**src/rtl/seg7_pkg.sv**
```systemverilog
// Shared digit codes, FSM state type and glyph lookup
// for the fixed-point seven-segment display.
package seg7_pkg;

    localparam int CODE_W = 5;
    localparam logic [CODE_W-1:0] CODE_DASH  = 5'd16;
    localparam logic [CODE_W-1:0] CODE_BLANK = 5'd31;

    typedef enum logic [1:0] {
        ST_IDLE,
        ST_INT,
        ST_FRAC,
        ST_FMT
    } conv_state_t;

    // Active-low segment pattern, bit order g..a
    function automatic logic [6:0] seg7_glyph(
        input logic [CODE_W-1:0] code
    );
        logic [6:0] g;
        case (code)
            5'd0:    g = 7'b1000000;
            5'd1:    g = 7'b1111001;
            5'd2:    g = 7'b0100100;
            5'd3:    g = 7'b0110000;
            5'd4:    g = 7'b0011001;
            5'd5:    g = 7'b0010010;
            5'd6:    g = 7'b0000010;
            5'd7:    g = 7'b1111000;
            5'd8:    g = 7'b0000000;
            5'd9:    g = 7'b0010000;
            5'd10:   g = 7'b0001000;
            5'd11:   g = 7'b0000011;
            5'd12:   g = 7'b1000110;
            5'd13:   g = 7'b0100001;
            5'd14:   g = 7'b0000110;
            5'd15:   g = 7'b0001110;
            5'd16:   g = 7'b0111111;
            default: g = 7'h7F;
        endcase
        return g;
    endfunction

endpackage

```
**src/rtl/fixpt_to_digits.sv**
```systemverilog
// Sequential signed fixed-point to decimal digit-code
// converter: double-dabble integer, x10 fraction, format.
module fixpt_to_digits
    import seg7_pkg::*;
#(
    parameter int NUM_DIGITS  = 8,
    parameter int DATA_W      = 13,
    parameter int FRAC_BITS   = 4,
    parameter int FRAC_DIGITS = 4
) (
    input  logic                              clk_100MHz,
    input  logic                              reset,
    input  logic [DATA_W-1:0]                 data_in,
    input  logic                              data_valid,
    output logic                              ready,
    output logic [NUM_DIGITS-1:0][CODE_W-1:0] digits,
    output logic                              ovf,
    output logic                              upd
);

    localparam int INT_W      = DATA_W - FRAC_BITS;
    localparam int INT_DIGITS = NUM_DIGITS - FRAC_DIGITS;
    localparam int BCD_N      = (INT_W * 301) / 1000 + 1;
    localparam int BCD_W      = 4 * BCD_N;
    localparam int PAD_N      = (BCD_N > INT_DIGITS) ? BCD_N : INT_DIGITS;
    localparam int FD         = (FRAC_DIGITS > 0) ? FRAC_DIGITS : 1;
    localparam int PW         = FRAC_BITS + 4;

    conv_state_t state_q, state_d;

    logic [7:0]           step_q;
    logic                 sign_q;
    logic [INT_W-1:0]     int_q;
    logic [FRAC_BITS-1:0] frac_q;
    logic [BCD_W-1:0]     bcd_q;
    logic [FD-1:0][3:0]   fdig_q;

    logic [DATA_W-1:0]  mag;
    logic [BCD_W-1:0]   bcd_adj;
    logic [4*PAD_N-1:0] bcd_pad;
    logic [PW-1:0]      prod;
    logic               last_int;
    logic               last_frac;

    // Magnitude, add-3 correction and fraction product
    always_comb begin
        mag = data_in[DATA_W-1] ? (~data_in + DATA_W'(1)) : data_in;
        for (int i = 0; i < BCD_N; i++) begin
            if (bcd_q[4*i +: 4] >= 4'd5)
                bcd_adj[4*i +: 4] = bcd_q[4*i +: 4] + 4'd3;
            else
                bcd_adj[4*i +: 4] = bcd_q[4*i +: 4];
        end
        bcd_pad   = (4*PAD_N)'(bcd_q);
        prod      = PW'(frac_q) * PW'(10);
        last_int  = (step_q == 8'(INT_W - 1));
        last_frac = (step_q == 8'(FRAC_DIGITS - 1));
    end

    // State register
    always_ff @(posedge clk_100MHz) begin
        if (reset) state_q <= ST_IDLE;
        else       state_q <= state_d;
    end

    // Next-state and handshake/strobe outputs
    always_comb begin
        state_d = state_q;
        ready   = 1'b0;
        upd     = 1'b0;
        unique case (state_q)
            ST_IDLE: begin
                ready = 1'b1;
                if (data_valid) state_d = ST_INT;
            end
            ST_INT: begin
                if (last_int)
                    state_d = (FRAC_DIGITS > 0) ? ST_FRAC : ST_FMT;
            end
            ST_FRAC: begin
                if (last_frac) state_d = ST_FMT;
            end
            ST_FMT: begin
                upd     = 1'b1;
                state_d = ST_IDLE;
            end
        endcase
    end

    // Latch operand, then step the integer and fraction engines
    always_ff @(posedge clk_100MHz) begin
        if (reset) begin
            step_q <= '0;
            sign_q <= 1'b0;
            int_q  <= '0;
            frac_q <= '0;
            bcd_q  <= '0;
            fdig_q <= '0;
        end else begin
            case (state_q)
                ST_IDLE: begin
                    if (data_valid) begin
                        sign_q <= data_in[DATA_W-1];
                        int_q  <= mag[DATA_W-1:FRAC_BITS];
                        frac_q <= mag[FRAC_BITS-1:0];
                        bcd_q  <= '0;
                        step_q <= '0;
                    end
                end
                ST_INT: begin
                    bcd_q  <= {bcd_adj[BCD_W-2:0], int_q[INT_W-1]};
                    int_q  <= int_q << 1;
                    step_q <= last_int ? 8'd0 : step_q + 8'd1;
                end
                ST_FRAC: begin
                    frac_q <= prod[FRAC_BITS-1:0];
                    for (int i = FD - 1; i > 0; i--)
                        fdig_q[i] <= fdig_q[i-1];
                    fdig_q[0] <= prod[PW-1:FRAC_BITS];
                    step_q    <= last_frac ? 8'd0 : step_q + 8'd1;
                end
                default: ;
            endcase
        end
    end

    // Blanking, sign placement and overflow detection
    always_comb begin
        int n_sig;
        int k;
        n_sig = 1;
        for (int i = 0; i < BCD_N; i++)
            if (bcd_q[4*i +: 4] != 4'd0) n_sig = i + 1;
        ovf = (n_sig + int'(sign_q)) > INT_DIGITS;
        for (int i = 0; i < NUM_DIGITS; i++) begin
            k = i - FRAC_DIGITS;
            if (ovf)
                digits[i] = CODE_DASH;
            else if (i < FRAC_DIGITS)
                digits[i] = {1'b0, fdig_q[i % FD]};
            else if (k < n_sig)
                digits[i] = {1'b0, bcd_pad[4*k +: 4]};
            else if (k == n_sig && sign_q)
                digits[i] = CODE_DASH;
            else
                digits[i] = CODE_BLANK;
        end
    end

endmodule

```
**src/rtl/seg7_fixpt_display.sv**
```systemverilog
// Multiplexed seven-segment controller for signed
// fixed-point values: converter, display regs, scan.
module seg7_fixpt_display
    import seg7_pkg::*;
#(
    parameter int NUM_DIGITS     = 8,
    parameter int DATA_W         = 13,
    parameter int FRAC_BITS      = 4,
    parameter int FRAC_DIGITS    = 4,
    parameter int REFRESH_CYCLES = 32768
) (
    input  logic                  clk_100MHz,
    input  logic                  reset,
    input  logic [DATA_W-1:0]     data_in,
    input  logic                  data_valid,
    output logic                  ready,
    output logic [6:0]            CA,
    output logic [NUM_DIGITS-1:0] AN,
    output logic                  dp
);

    localparam int RW = (REFRESH_CYCLES > 1) ? $clog2(REFRESH_CYCLES) : 1;
    localparam int IW = $clog2(NUM_DIGITS);

    logic [NUM_DIGITS-1:0][CODE_W-1:0] conv_digits;
    logic                              conv_ovf;
    logic                              conv_upd;

    logic [NUM_DIGITS-1:0][CODE_W-1:0] disp_q;
    logic                              ovf_q;
    logic [RW-1:0]                     ref_q;
    logic [IW-1:0]                     idx_q;

    fixpt_to_digits #(
        .NUM_DIGITS  (NUM_DIGITS),
        .DATA_W      (DATA_W),
        .FRAC_BITS   (FRAC_BITS),
        .FRAC_DIGITS (FRAC_DIGITS)
    ) u_conv (
        .clk_100MHz (clk_100MHz),
        .reset      (reset),
        .data_in    (data_in),
        .data_valid (data_valid),
        .ready      (ready),
        .digits     (conv_digits),
        .ovf        (conv_ovf),
        .upd        (conv_upd)
    );

    // Display registers: whole frame replaced on one edge
    always_ff @(posedge clk_100MHz) begin
        if (reset) begin
            disp_q <= {NUM_DIGITS{CODE_BLANK}};
            ovf_q  <= 1'b0;
        end else if (conv_upd) begin
            disp_q <= conv_digits;
            ovf_q  <= conv_ovf;
        end
    end

    // Refresh counter and digit index, free-running
    always_ff @(posedge clk_100MHz) begin
        if (reset) begin
            ref_q <= '0;
            idx_q <= '0;
        end else if (ref_q == RW'(REFRESH_CYCLES - 1)) begin
            ref_q <= '0;
            if (idx_q == IW'(NUM_DIGITS - 1)) idx_q <= '0;
            else                              idx_q <= idx_q + 1'b1;
        end else begin
            ref_q <= ref_q + 1'b1;
        end
    end

    // Registered pin drivers for the currently selected digit
    always_ff @(posedge clk_100MHz) begin
        if (reset) begin
            CA <= 7'h7F;
            AN <= '1;
            dp <= 1'b1;
        end else begin
            CA <= seg7_glyph(disp_q[idx_q]);
            AN <= ~(NUM_DIGITS'(1) << idx_q);
            dp <= ~((idx_q == IW'(FRAC_DIGITS)) &&
                    (FRAC_DIGITS > 0) && !ovf_q);
        end
    end

endmodule

```
**config.mk**
```make
export PLATFORM = sky130hd
export DESIGN_NAME = seg7_fixpt_display
export DESIGN_NICKNAME = d
export VERILOG_FILES = /design/src/rtl/seg7_pkg.sv /design/src/rtl/fixpt_to_digits.sv /design/src/rtl/seg7_fixpt_display.sv
export SDC_FILE = /design/constraint.sdc
export NUM_CORES = 1
export LEC_CHECK = 0
export ABC_CLOCK_PERIOD_IN_PS = 2200
export CAP_MARGIN = 20
export CORE_MARGIN = 8
export CORE_UTILIZATION = 54
export CTS_CLUSTER_SIZE = 16
export DETAILED_ROUTE_END_ITERATION = 8
export GPL_ROUTABILITY_DRIVEN = 1
export GPL_TIMING_DRIVEN = 1
export HOLD_SLACK_MARGIN = 0.1
export PLACE_DENSITY = 0.76
export SETUP_SLACK_MARGIN = 0.5
export SLEW_MARGIN = 20
export SYNTH_ARGS = -nofsm -noshare
export SYNTH_HDL_FRONTEND = slang
export SYNTH_SLANG_ARGS = --single-unit
```
**constraint.sdc**
```tcl
create_clock -name clk_100MHz -period 2.2 [get_ports clk_100MHz]
set_input_delay 0.55 -clock clk_100MHz [delete_from_list [all_inputs] [get_ports clk_100MHz]]
set_output_delay 0.55 -clock clk_100MHz [all_outputs]
set_load 0.05 [all_outputs]
```
After elaboration in Yosys (flattened, before gate mapping)
Memories as Yosys holds them, arrays and structs flattened. A register that Yosys moved wholly into a read port is not among the register bits.
Cells that the tools add are included.
- $mul: 1
- equality and inequality tests: 14
- reduce and logical (&&, ||, !) cells: 19
- add/sub/neg operators: 8
- muxes and demuxes: 41
- order comparisons: 9
- bitwise logic cells: 3
- shift-type cells: 1
- operator list (cell ; count):
    $mux 5 ; 13
    $gt 32x4->1 const B ; 1
    $logic_not 32->1 ; 1
    $mux 4 ; 7
    $mux 8 ; 3
    $pmux 12 s2 ; 1
    $pmux 8 s3 ; 1
    $pmux 9 s2 ; 1
    $add 15x1->15 const B ; 1
    $bmux 5 s3 ; 1
    $eq 15x15->1 const B ; 1
    $add 13x1->13 const B ; 1
    $mux 13 ; 1
    $not 13->13 ; 1
    $ge 4x3->1 const B ; 3
    $mux 12 ; 1
    $mux 2 ; 5
    $mux 9 ; 1
    $add 4x2->4 const B ; 2
    $add 8x1->8 const B ; 1
    $eq 8x2->1 const B ; 1
    $eq 8x4->1 const B ; 1
    $not 8->8 ; 1
    $pmux 2 s4 ; 1
    other kinds (28) ; 45
- register bits: 120
- output and inout port bits: 17
- logic and storage cells: 120
- input bits: 16
- bits in read-only memories: 224
- memories kept: 1
- memories (memory ; words ; bits a word ; read ports ; clocked after Yosys merged registers in ; wr ports ; line ; source):
    (no name shown) ; 32 ; 7 ; 1 ; 1 ; 0 ; seg7_pkg.sv:21 ; case (code)

Longest topological paths before layout
Gate-level depths: netlist of the first run.
- depth in word-level cells: 8
- mapped depth: 12
- gate-level depth less buffers: 10

By module
A second synthesis of the first run with hierarchy kept.
- cells, all modules: 678
- area, all modules: 6291.0 um^2
- by module, submodules not included (module ; sequential area each (um^2) ; instances ; area each (um^2) ; cells each):
    seg7_fixpt_display ; 1501.4 ; 1 ; 3270.6 ; 309
    fixpt_to_digits ; 1041.0 ; 1 ; 3020.4 ; 369

Worst setup path before layout of the first run
OpenSTA, ideal clock, no wires.
- path type: flip-flop to flip-flop
- start point: register u_conv.state_q[0]
- end point: register u_conv.step_q[7]
- setup slack: -0.041 ns
- buffers on the path: 1
- period minus slack after synthesis: 2.241 ns
- arrival: 2.119 ns
- library setup time: 0.122 ns
- data required time: 2.078 ns
- stages on the path, launching flop included: 10
- path through: dfxtp_1 > inv_1 > ha_1 > clkbuf_1 > nor2b_1 > nor2_1 > and4_1 > nand3_1 > xor2_1 > nor2_1
- cells in the longest elaborated chain, start to end: 3
- elaborated cells on any way between the ends: 7
- classes of those cells: eq/ne (3); mux (1); reduce/logical (3)
- RTL lines (item ; line ; source):
    start, declared ; fixpt_to_digits.sv:29 ; conv_state_t state_q, state_d;
    start signal, assigned ; fixpt_to_digits.sv:63 ; else state_q <= state_d;
    $eq 2x1->1 (tied with other cells) ; fixpt_to_digits.sv:100 ; case (state_q)
    $reduce_bool 3->1 (no line) or $ne 2x2->1 (tied branches) ; - ;
    $reduce_and 2->1 (no line) ; - ;
    end signal, assigned ; fixpt_to_digits.sv:113 ; step_q <= last_int ? 8'd0 : step_q + 8'd1;
    end signal, assigned ; fixpt_to_digits.sv:120 ; step_q <= last_frac ? 8'd0 : step_q + 8'd1;
    end, declared ; fixpt_to_digits.sv:31 ; logic [7:0] step_q;
Several ways; a longest one is shown, not always the timed one.
A chain may end at the register's enable or synchronous reset.

Final worst setup path of the first run
- start point: register idx_q[1]
- end point: register CA[3]
- cells in the longest elaborated chain, start to end: 2
- RTL lines (item ; line ; source):
    start, declared ; seg7_fixpt_display.sv:32 ; logic [IW-1:0] idx_q;
    start signal, assigned ; seg7_fixpt_display.sv:69 ; else idx_q <= idx_q + 1'b1;
    $bmux 5 s3 ; seg7_fixpt_display.sv:82 ; CA <= seg7_glyph(disp_q[idx_q]);
    $mux 5 (implied by the code) ; seg7_fixpt_display.sv:82 ;
    end, declared ; seg7_fixpt_display.sv:17 ; output logic [6:0] CA,
No other way between the ends. The select of a mux whose other input is x is not followed.

==> flow_metrics.tcl, run 1 <==
set metrics [dict create \
    ys_warn_count 0 \
    async_flop_share 0 \
    synth_area_leaders "dfxtp_1, mux2i_1, ha_1" \
    antenna_found_initial 0 \
    finalSetupViolCount 0 \
    antenna_cells 0 \
    path_max_fanout 7 \
    grt_pass1_vias 4993 \
    clkPwrFrac 0.371 \
    grt_usage 0.199 \
    hold_viol 0 \
    via_count 4877 \
    cellLeakagePower_nw 2.95 \
    switchingPower_w 0.00234 \
    grt_max_degree 37 \
    drt_wl_total_um 14500 \
    ys_seq_area_frac 0.416 \
    yosysTopAreaCell "dfxtp_1" \
    yosysTopAreaCellShare 0.416 \
    required_ns 2.65 \
    clkSlewWorstSetupHoldPaths_ns 0.06 \
    ys_seq_elements 120 \
    critPathKind "reg2reg" \
    syn_nets 677 \
    hold_buffers 0 \
    worstHoldPathType "in2reg" \
    fillers 718 \
    io_buffers 32 \
    drive_gt1_frac 0.297 \
    pwr-share-seq 0.340 \
    stdcell_count 870 \
    status "completed" \
    place_inst 800 \
    dr.pass1.iters 5 \
    worstMarginPinSlew_ns 0.485 \
    slew_violations 0 \
    dp_hpwl_um 8940 \
    switching_share 0.310 \
    fp.coreArea_um2 10400 \
    fin_skew_ns 0.0112 \
    max-vdd-ir-drop_v 0.00128 \
    fp.dieH_um 119 \
    design_area_um2 7670 \
    drt_iter0_markers 349 \
    cp-start-kind "flip-flop" \
    cts_tree "built" \
    p_int_w 0.00522 \
    syn_area_per_cell_um2 9.16 \
    rsz0062_at_grt "yes" \
    grt_pass1_wl_um 23200 \
    area_growth_pct 32.9 \
    ioPinCount 33 \
    period_minus_slack_ns 2.06 \
    final_util 0.739 \
    cts.sinks 120 \
    start_util 0.556 \
    std_cell_rows 37 \
    syn-instance-count 630 \
    ant_nets 0 \
    multiInputGateArea_um2 3530 \
    seq_area_um2 2420 \
    ys.flop_type "dfxtp_1" \
    htreeDepth 4 \
    power_frac_comb 0.289 \
    cts_root_buffer "clkbuf_8" \
    post-route-drc-count 0 \
    viasPerCell 5.61 \
    power_density_nw_per_um2 986 \
    dieWidth_um 119 \
    setup.worst_path.end_class "flip-flop" \
    worst_ep_arrival_time_ns 2.51 \
    ys_types 70 \
    synth_area_um2 5770 \
    place_area_um2 6560 \
    synth-edff-count 0 \
    period_share 0.938 \
    cts_buffer_depth 2 \
    wl_per_cell_um 16.7 \
    grt_overflow 0 \
    die_area_um2 14200 \
    hold_slack_ns 0.310 \
    final_nets 768 \
    worstSkewPairLatency_ns 0.54 \
    gp_congestion 0.822 \
    fmax_ghz 0.484 \
    final_common_cell "dfxtp_1" \
    cap_viol_max_count 0 \
    cts_buffers 17 \
    relSlewSlack 0.676 \
    layout_common_cells "dfxtp_1, nor2_1, nand2_1, buf_4, mux2i_1" \
]
==> layer usage <==
metal	global-route usage	vias up	share of wire
li1	-	2383	-
met1	0.214	2323	0.41
met2	0.347	144	0.52
met3	0.0605	27	0.051
met4	0.0999	0	0.020
met5	0	-	0
==> stage by stage <==
stage / total power [W] / setup slack, ns / setup TNS (ns)
floorplan: 0.00392 / 0.163 / 0
global placement: 0.00430 / -0.319 / -1.91
detailed placement: 0.00437 / -0.387 / -2.23
CTS: 0.00739 / 0.203 / 0
global route: 0.00789 / 0.0543 / 0
finish: 0.00756 / 0.136 / 0
==> cell usage after synthesis (4+ instances only) <==
library cell,n
o21ai_1,9
buf_1,9
clkbuf_1,16
a211oi_1,5
o21ai_0,18
nand2b_1,8
a22oi_1,7
xnor2_1,17
dfxtp_1,120
inv_1,21
xor2_1,18
a21oi_1,31
nor3_1,15
ha_1,30
mux2i_1,50
nand3_1,13
nor2_1,72
and3_1,10
nand4_1,7
and2_1,4
a311oi_1,4
nand2_1,72
==> final timing paths <==
check	startpoint	to	slack [ns]	cells past startpoint
min reg2reg	disp_q[24]	disp_q[24]	0.46	1
max reg2reg	idx_q[1]	CA[3]	0.14	7
max	idx_q[1]	CA[3]	0.14	7
min	reset	AN[5]	0.31	3
==> power by group through the flow <==
stage	logic (W)	clock network, W	registers (W)
4_1_cts	0.00200	0.00282	0.00257
2_1_floorplan	0.00133	0	0.00259
5_1_grt	0.00236	0.00293	0.00259
3_3_place_gp	0.00170	0	0.00260
3_5_place_dp	0.00176	0	0.00261
6_report	0.00218	0.00281	0.00257
==> worst max-delay path: stages, from the launching register on <==
cell	delay [ns]
dfxtp_4	0.41
mux4_2	0.56
mux2i_4	0.22
buf_6	0.14
ha_4	0.19
mux2i_2	0.20
nor3_2	0.07
a41oi_1	0.18
==> layout make-up <==
type,instances,share of cell area
repair buffers,103,0.108
inverters,23,0.0152
well taps,136,0.0222
clock inverters,8,0.0153
multi-input cells,456,0.461
flip-flops and latches,120,0.316
clock buffers,24,0.0627
==> registers in the layout, summed over array words and instances, names as in the netlist <==
name            cells
AN                  8
CA                  7
disp_q             33
dp                  1
idx_q               3
ovf_q               1
ref_q              15
u_conv.bcd_q       12
u_conv.fdig_q      16
u_conv.frac_q       4
u_conv.int_q        9
u_conv.sign_q       1
u_conv.state_q      2
u_conv.step_q       8
==> logic make-up after synthesis <==
kind of cell	synth area share
XOR/XNOR	0.0531
multiplexers	0.103
AO/OA/AOI/OAI	0.140
adder cells (fa/ha/maj)	0.0685
buffers and inverters	0.0401
AND/OR/NAND/NOR	0.178
flip-flops	0.416
==> repair_timing <==
action                                  4_1_cts  5_1_grt
endpoints found under the setup margin       63       63
pin swaps                                    24       20
setup buffers                                21       17
gates resized for setup                     127       39
Power figures use the tool's default switching activity.
==> run 2, diff against run 1 <==
- GPL_TIMING_DRIVEN: 1 -> 0
==> run 2 against run 1 <==
  * Sequential share of layout area rose by 0.25 points
  * Core utilization fell by 0.51 points
  * Sequential cell count did not move
  * Final area fell by 0.69%
  * Die area did not move
  * Non-clock buffer count rose by 1
  * Clock skew rose by 0.00092 ns
  * Final cell count rose by 0.11%
  * Via count barely moved
  * Largest cell class unchanged
==> flow_metrics.tcl, run 2 (synthesis results as in run 1) <==
set metrics [dict create \
    status "completed" \
    grt-busiest-layer "met2" \
    dieWidth_um 119 \
    viasPerCell 5.60 \
    fp.dieH_um 119 \
    largest_reg_flops 33 \
    slew_violations 0 \
    cts_buffer_depth 2 \
    required_ns 2.56 \
    setup.worst_path.end_class "flip-flop" \
    gp_congestion 0.848 \
    io_buffers 31 \
    power_w 0.00763 \
    grt_usage 0.204 \
    period_minus_slack_ns 2.11 \
    fmax_ghz 0.473 \
    antenna_found_initial 0 \
    antenna_cells 0 \
    fillers 739 \
    relSlewSlack 0.449 \
    dr.pass1.iters 4 \
    cp-start-kind "flip-flop" \
    drive_gt1_frac 0.278 \
    fp.coreArea_um2 10400 \
    drt_iter0_markers 336 \
    post-route-drc-count 0 \
    grt_pass1_vias 4927 \
    start_util 0.556 \
    cp_cell_sequence "buf_6, buf_4, clkinvlp_4, a311oi_1, o22a_2, inv_2, ha_4, inv_4, mux2i_1, nor3_1, a41oi_1" \
    final_common_cell "dfxtp_1" \
    critPathMaxStageDelay_ns 0.34 \
    grt_max_degree 17 \
    critPathBufInv 5 \
    grt_pass1_wl_um 23700 \
    rsz0062_at_grt "yes" \
    std_cell_rows 37 \
    cellLeakagePower_nw 2.94 \
    cts.sinks 120 \
    met2_usage 0.345 \
    grt_use_met1 0.227 \
    cts_root_buffer "clkbuf_8" \
    critPathKind "reg2reg" \
    ff2ff_setup_slack_ns 0.09 \
    die_area_um2 14200 \
    cap_viol_max_count 0 \
    via_count 4880 \
    top_register "disp_q" \
    grt_overflow 0 \
    grt_use_met3 0.0685 \
    path_max_fanout 5 \
    ant_nets 0 \
    tns_ns 0 \
    critPathSlowestCell "dfxtp_2" \
    htreeDepth 4 \
    cts_tree "built" \
    hold_buffers 0 \
    fin_skew_ns 0.0121 \
    seq_area_um2 2430 \
    max-vdd-ir-drop_v 0.00107 \
    cts_buffers 17 \
    dp_hpwl_um 9500 \
    worst_ep_arrival_time_ns 2.47 \
    final_nets 769 \
    clkSlewWorstSetupHoldPaths_ns 0.06 \
    period_share 0.960 \
    worstHoldPathType "reg2reg" \
    cp_top_family "compound AO/OA/AOI/OAI gates" \
    drt_wl_total_um 14700 \
    ioPinCount 33 \
    area_growth_pct 32.0 \
    hold_viol 0 \
    largestRegisters "disp_q (33), u_conv.fdig_q (16), ref_q (15)" \
    worstMarginPinSlew_ns 0.827 \
    power_density_nw_per_um2 1000 \
    finalSetupViolCount 0 \
    worstSkewPairLatency_ns 0.53 \
    wl_per_cell_um 16.9 \
    multiInputGateArea_um2 3480 \
    layout_common_cells "dfxtp_1, nand2_1, nor2_1, mux2i_1, buf_4" \
]
==> run 2: area by class of cell <==
cell class | count | area share
Timing Repair Buffer | 73 | 0.0718
Clock buffer | 23 | 0.0654
Tap cell | 136 | 0.0223
Multi-Input combinational cell | 456 | 0.457
Buffer | 31 | 0.0335
Clock inverter | 9 | 0.0148
Inverter | 23 | 0.0164
Sequential cell | 120 | 0.319
==> run 2: final timing paths <==
path | from | end | depth (start not counted)
max | idx_q[2] | CA[3] | 11
min reg2reg | ovf_q | dp | 1
min | ovf_q | dp | 1
max reg2reg | idx_q[2] | CA[3] | 11
==> run 2: timing repair <==
| action | CTS | global route |
|---|---|---|
| resized for setup | 161 | 76 |
| pin swaps | 20 | 23 |
| hold endpoints to repair | 0 | 0 |
| endpoints found under the setup margin | 106 | 53 |
| buffers inserted | 29 | 13 |
==> run 2: stage by stage <==
| step | hold slack (ns) | std cells | instance area (um^2) | util | worst slack (ns) |
|---|---|---|---|---|---|
| 2_1_floorplan | 0.409 | 630 | 5980 | - | 0.163 |
| 3_5_place_dp | 0.436 | 797 | 6460 | 0.623 | -0.575 |
| 3_3_place_gp | 0.426 | 797 | 6460 | 0.623 | -0.475 |
| 6_report | 0.445 | 871 | 7610 | 0.734 | 0.0880 |
| 5_1_grt | 0.474 | 871 | 7610 | 0.734 | -0.0695 |
| 4_1_cts | 0.422 | 858 | 7370 | 0.710 | 0.0613 |
==> run 2: power breakdown <==
part	internal [W]	switching (W)
Sequential	0.00240	0.000176
Combinational	0.00102	0.00126
Clock	0.00180	0.000981
==> run 2: routing by layer <==
layer	share of wire	routed length (um)
met3	0.054	794
met2	0.50	7360
met1	0.42	6210
met5	0	0
met4	0.025	361
==> RTL change (config.mk and constraints of run 1) <==
`DATA_W` is set to 13 in 2 places; all go to 17.
--- a/src/rtl/fixpt_to_digits.sv
+++ b/src/rtl/fixpt_to_digits.sv
@@ -4,7 +4,7 @@
     import seg7_pkg::*;
 #(
     parameter int NUM_DIGITS  = 8,
-    parameter int DATA_W      = 13,
+    parameter int DATA_W      = 17,
     parameter int FRAC_BITS   = 4,
     parameter int FRAC_DIGITS = 4
 ) (
--- a/src/rtl/seg7_fixpt_display.sv
+++ b/src/rtl/seg7_fixpt_display.sv
@@ -4,7 +4,7 @@
     import seg7_pkg::*;
 #(
     parameter int NUM_DIGITS     = 8,
-    parameter int DATA_W         = 13,
+    parameter int DATA_W         = 17,
     parameter int FRAC_BITS      = 4,
     parameter int FRAC_DIGITS    = 4,
     parameter int REFRESH_CYCLES = 32768
Interface: changed (resized data_in); port bits go from 33 to 37. The function was not compared with the original's and may differ.
==> RTL change against run 1 <==
  * Wire length grew 4.0%
  * Sequential cell count up 11
  * Final area rose by 7.7%
  * Final cell count rose by 4.6%
  * Worst hold slack improved by 140 ps
  * Power up 1.8%
  * Fmax increased by 3.8%
  * Synthesized area is 8.4% higher
  * Worst setup slack better by 75 ps
  * Combinational power decreased by 4%
  * Clock skew is 6.2 ps lower
==> RTL change: results (changes against run 1) <==
placed_design:
  place.port_buffers: 36  # was 32
  dpl.hpwl_mm: 9.597  # was 8.942 mm
  gp_congestion: 0.9269  # was 0.8218
synthesis:
  netlist_top_cells_count: "dfxtp_1, nor2_1, nand2_1"  # was dfxtp_1, nand2_1, nor2_1
  synth-seq-cells: 131  # was 120
  synth.yosys.seq_area_share_pct: 41.94  # was 41.65%
  synthAdderAreaFrac_pct: 6.723  # was 6.855%
  synth-xor-area-share_pct: 5.882  # was 5.315%
  synth_area_leaders: "dfxtp_1, ha_1, nor2_1"  # was dfxtp_1, mux2i_1, ha_1
  synthMuxAreaShare_pct: 7.243  # was 10.30%
  synth.distinct_cells: 64  # was 70
  synth-compound-area-share_pct: 17.75  # was 14.03%
cells_and_area:
  clkCellAreaFrac_pct: 7.169  # was 7.800%
  inv_count: 31  # was 23
  num-fill-cells: 739  # was 718
  largest_reg_flops: 36  # was 33
  drive_gt1_share_pct: 27.12  # was 29.70%
  synthToLayoutAreaGrowth_pct: 32.01  # was 32.93%
  multi_input_area_share_pct: 45.23  # was 46.07%
  n_all_buffers: 101  # was 103
  seq_area_sq_um: 2649  # was 2424 sq um
  bufAreaShareNonClock_pct: 11.82  # was 10.79%
  multi_input_gates: 475  # was 456
routing:
  wl_met2_mm: 7.719  # was 7.538 mm
  firstDrtPassIters: 6  # was 5
  drtIter0Drc: 356  # was 349
  wl_met3_um: 475  # was 737 um
  wl_per_cell_um: 16.57  # was 16.67 um
  vias_per_cell: 5.805  # was 5.606
power:
  ir_worst_vdd_mv: 0.5101  # was 1.282 mV
  switchingPower_w: 0.002265  # was 0.002341 W
global_routing:
  first_global_vias: 5028  # was 4993
  grt_max_degree: 35  # was 37
  grt_pass1_wl_mm: 23.53  # was 23.16 mm
  met1_usage_pct: 23.22  # was 21.44%
  use_met2_pct: 32.64  # was 34.70%
  track_usage_pct: 19.09  # was 19.88%
die:
  dieArea_sq_um: 15280  # was 14240 sq um
min_path:
  hold_end: "ref_q[0]$_SDFF_PP0_"  # was AN[5]$_SDFF_PP1_
  hold_path_class: "flop to flop"  # was input port to flop
worst_setup_path:
  reg2reg_slack_ps: 210  # was 140 ps
  r2r-start: "idx_q[0]$_SDFFE_PP0P_"  # was idx_q[1]$_SDFFE_PP0N_
clock_network:
  cts_root_buf: "clkbuf_16"  # was clkbuf_8
  clk_latency_ps: 410  # was 540 ps
run_status:
  status: "finished, final reports clean"  # unchanged
## RTL change: changes by cell type in the layout (fill, tap and decap cells not counted), moves of 15 or more
cell	before	now
buf_2	18	1
nand2_1	68	40
clkdlybuf4s15_2	0	15
a221o_1	3	19
nor2_1	68	89
mux2i_1	48	21
## RTL change: timing repair
item                                    4_1_cts  5_1_grt
endpoints found under the setup margin       98       89
gates cloned                                  0        4
resized for setup                            94       75
hold buffers                                  0        0
endpoints found under the hold margin         0        0
setup buffers                                14       17
pin swaps                                    18       36
## RTL change: metrics by stage
step | total power, W | util [%] | std cells | worst slack (ps)
2_1_floorplan | 0.003964 | - | 675 | 214.3
3_3_place_gp | 0.004285 | 61.24 | 846 | -47.63
3_5_place_dp | 0.004345 | 61.24 | 846 | -142.7
4_1_cts | 0.007329 | 68.83 | 889 | 240.8
5_1_grt | 0.008001 | 72.61 | 910 | 100.6
6_report | 0.007703 | 72.61 | 910 | 210.7
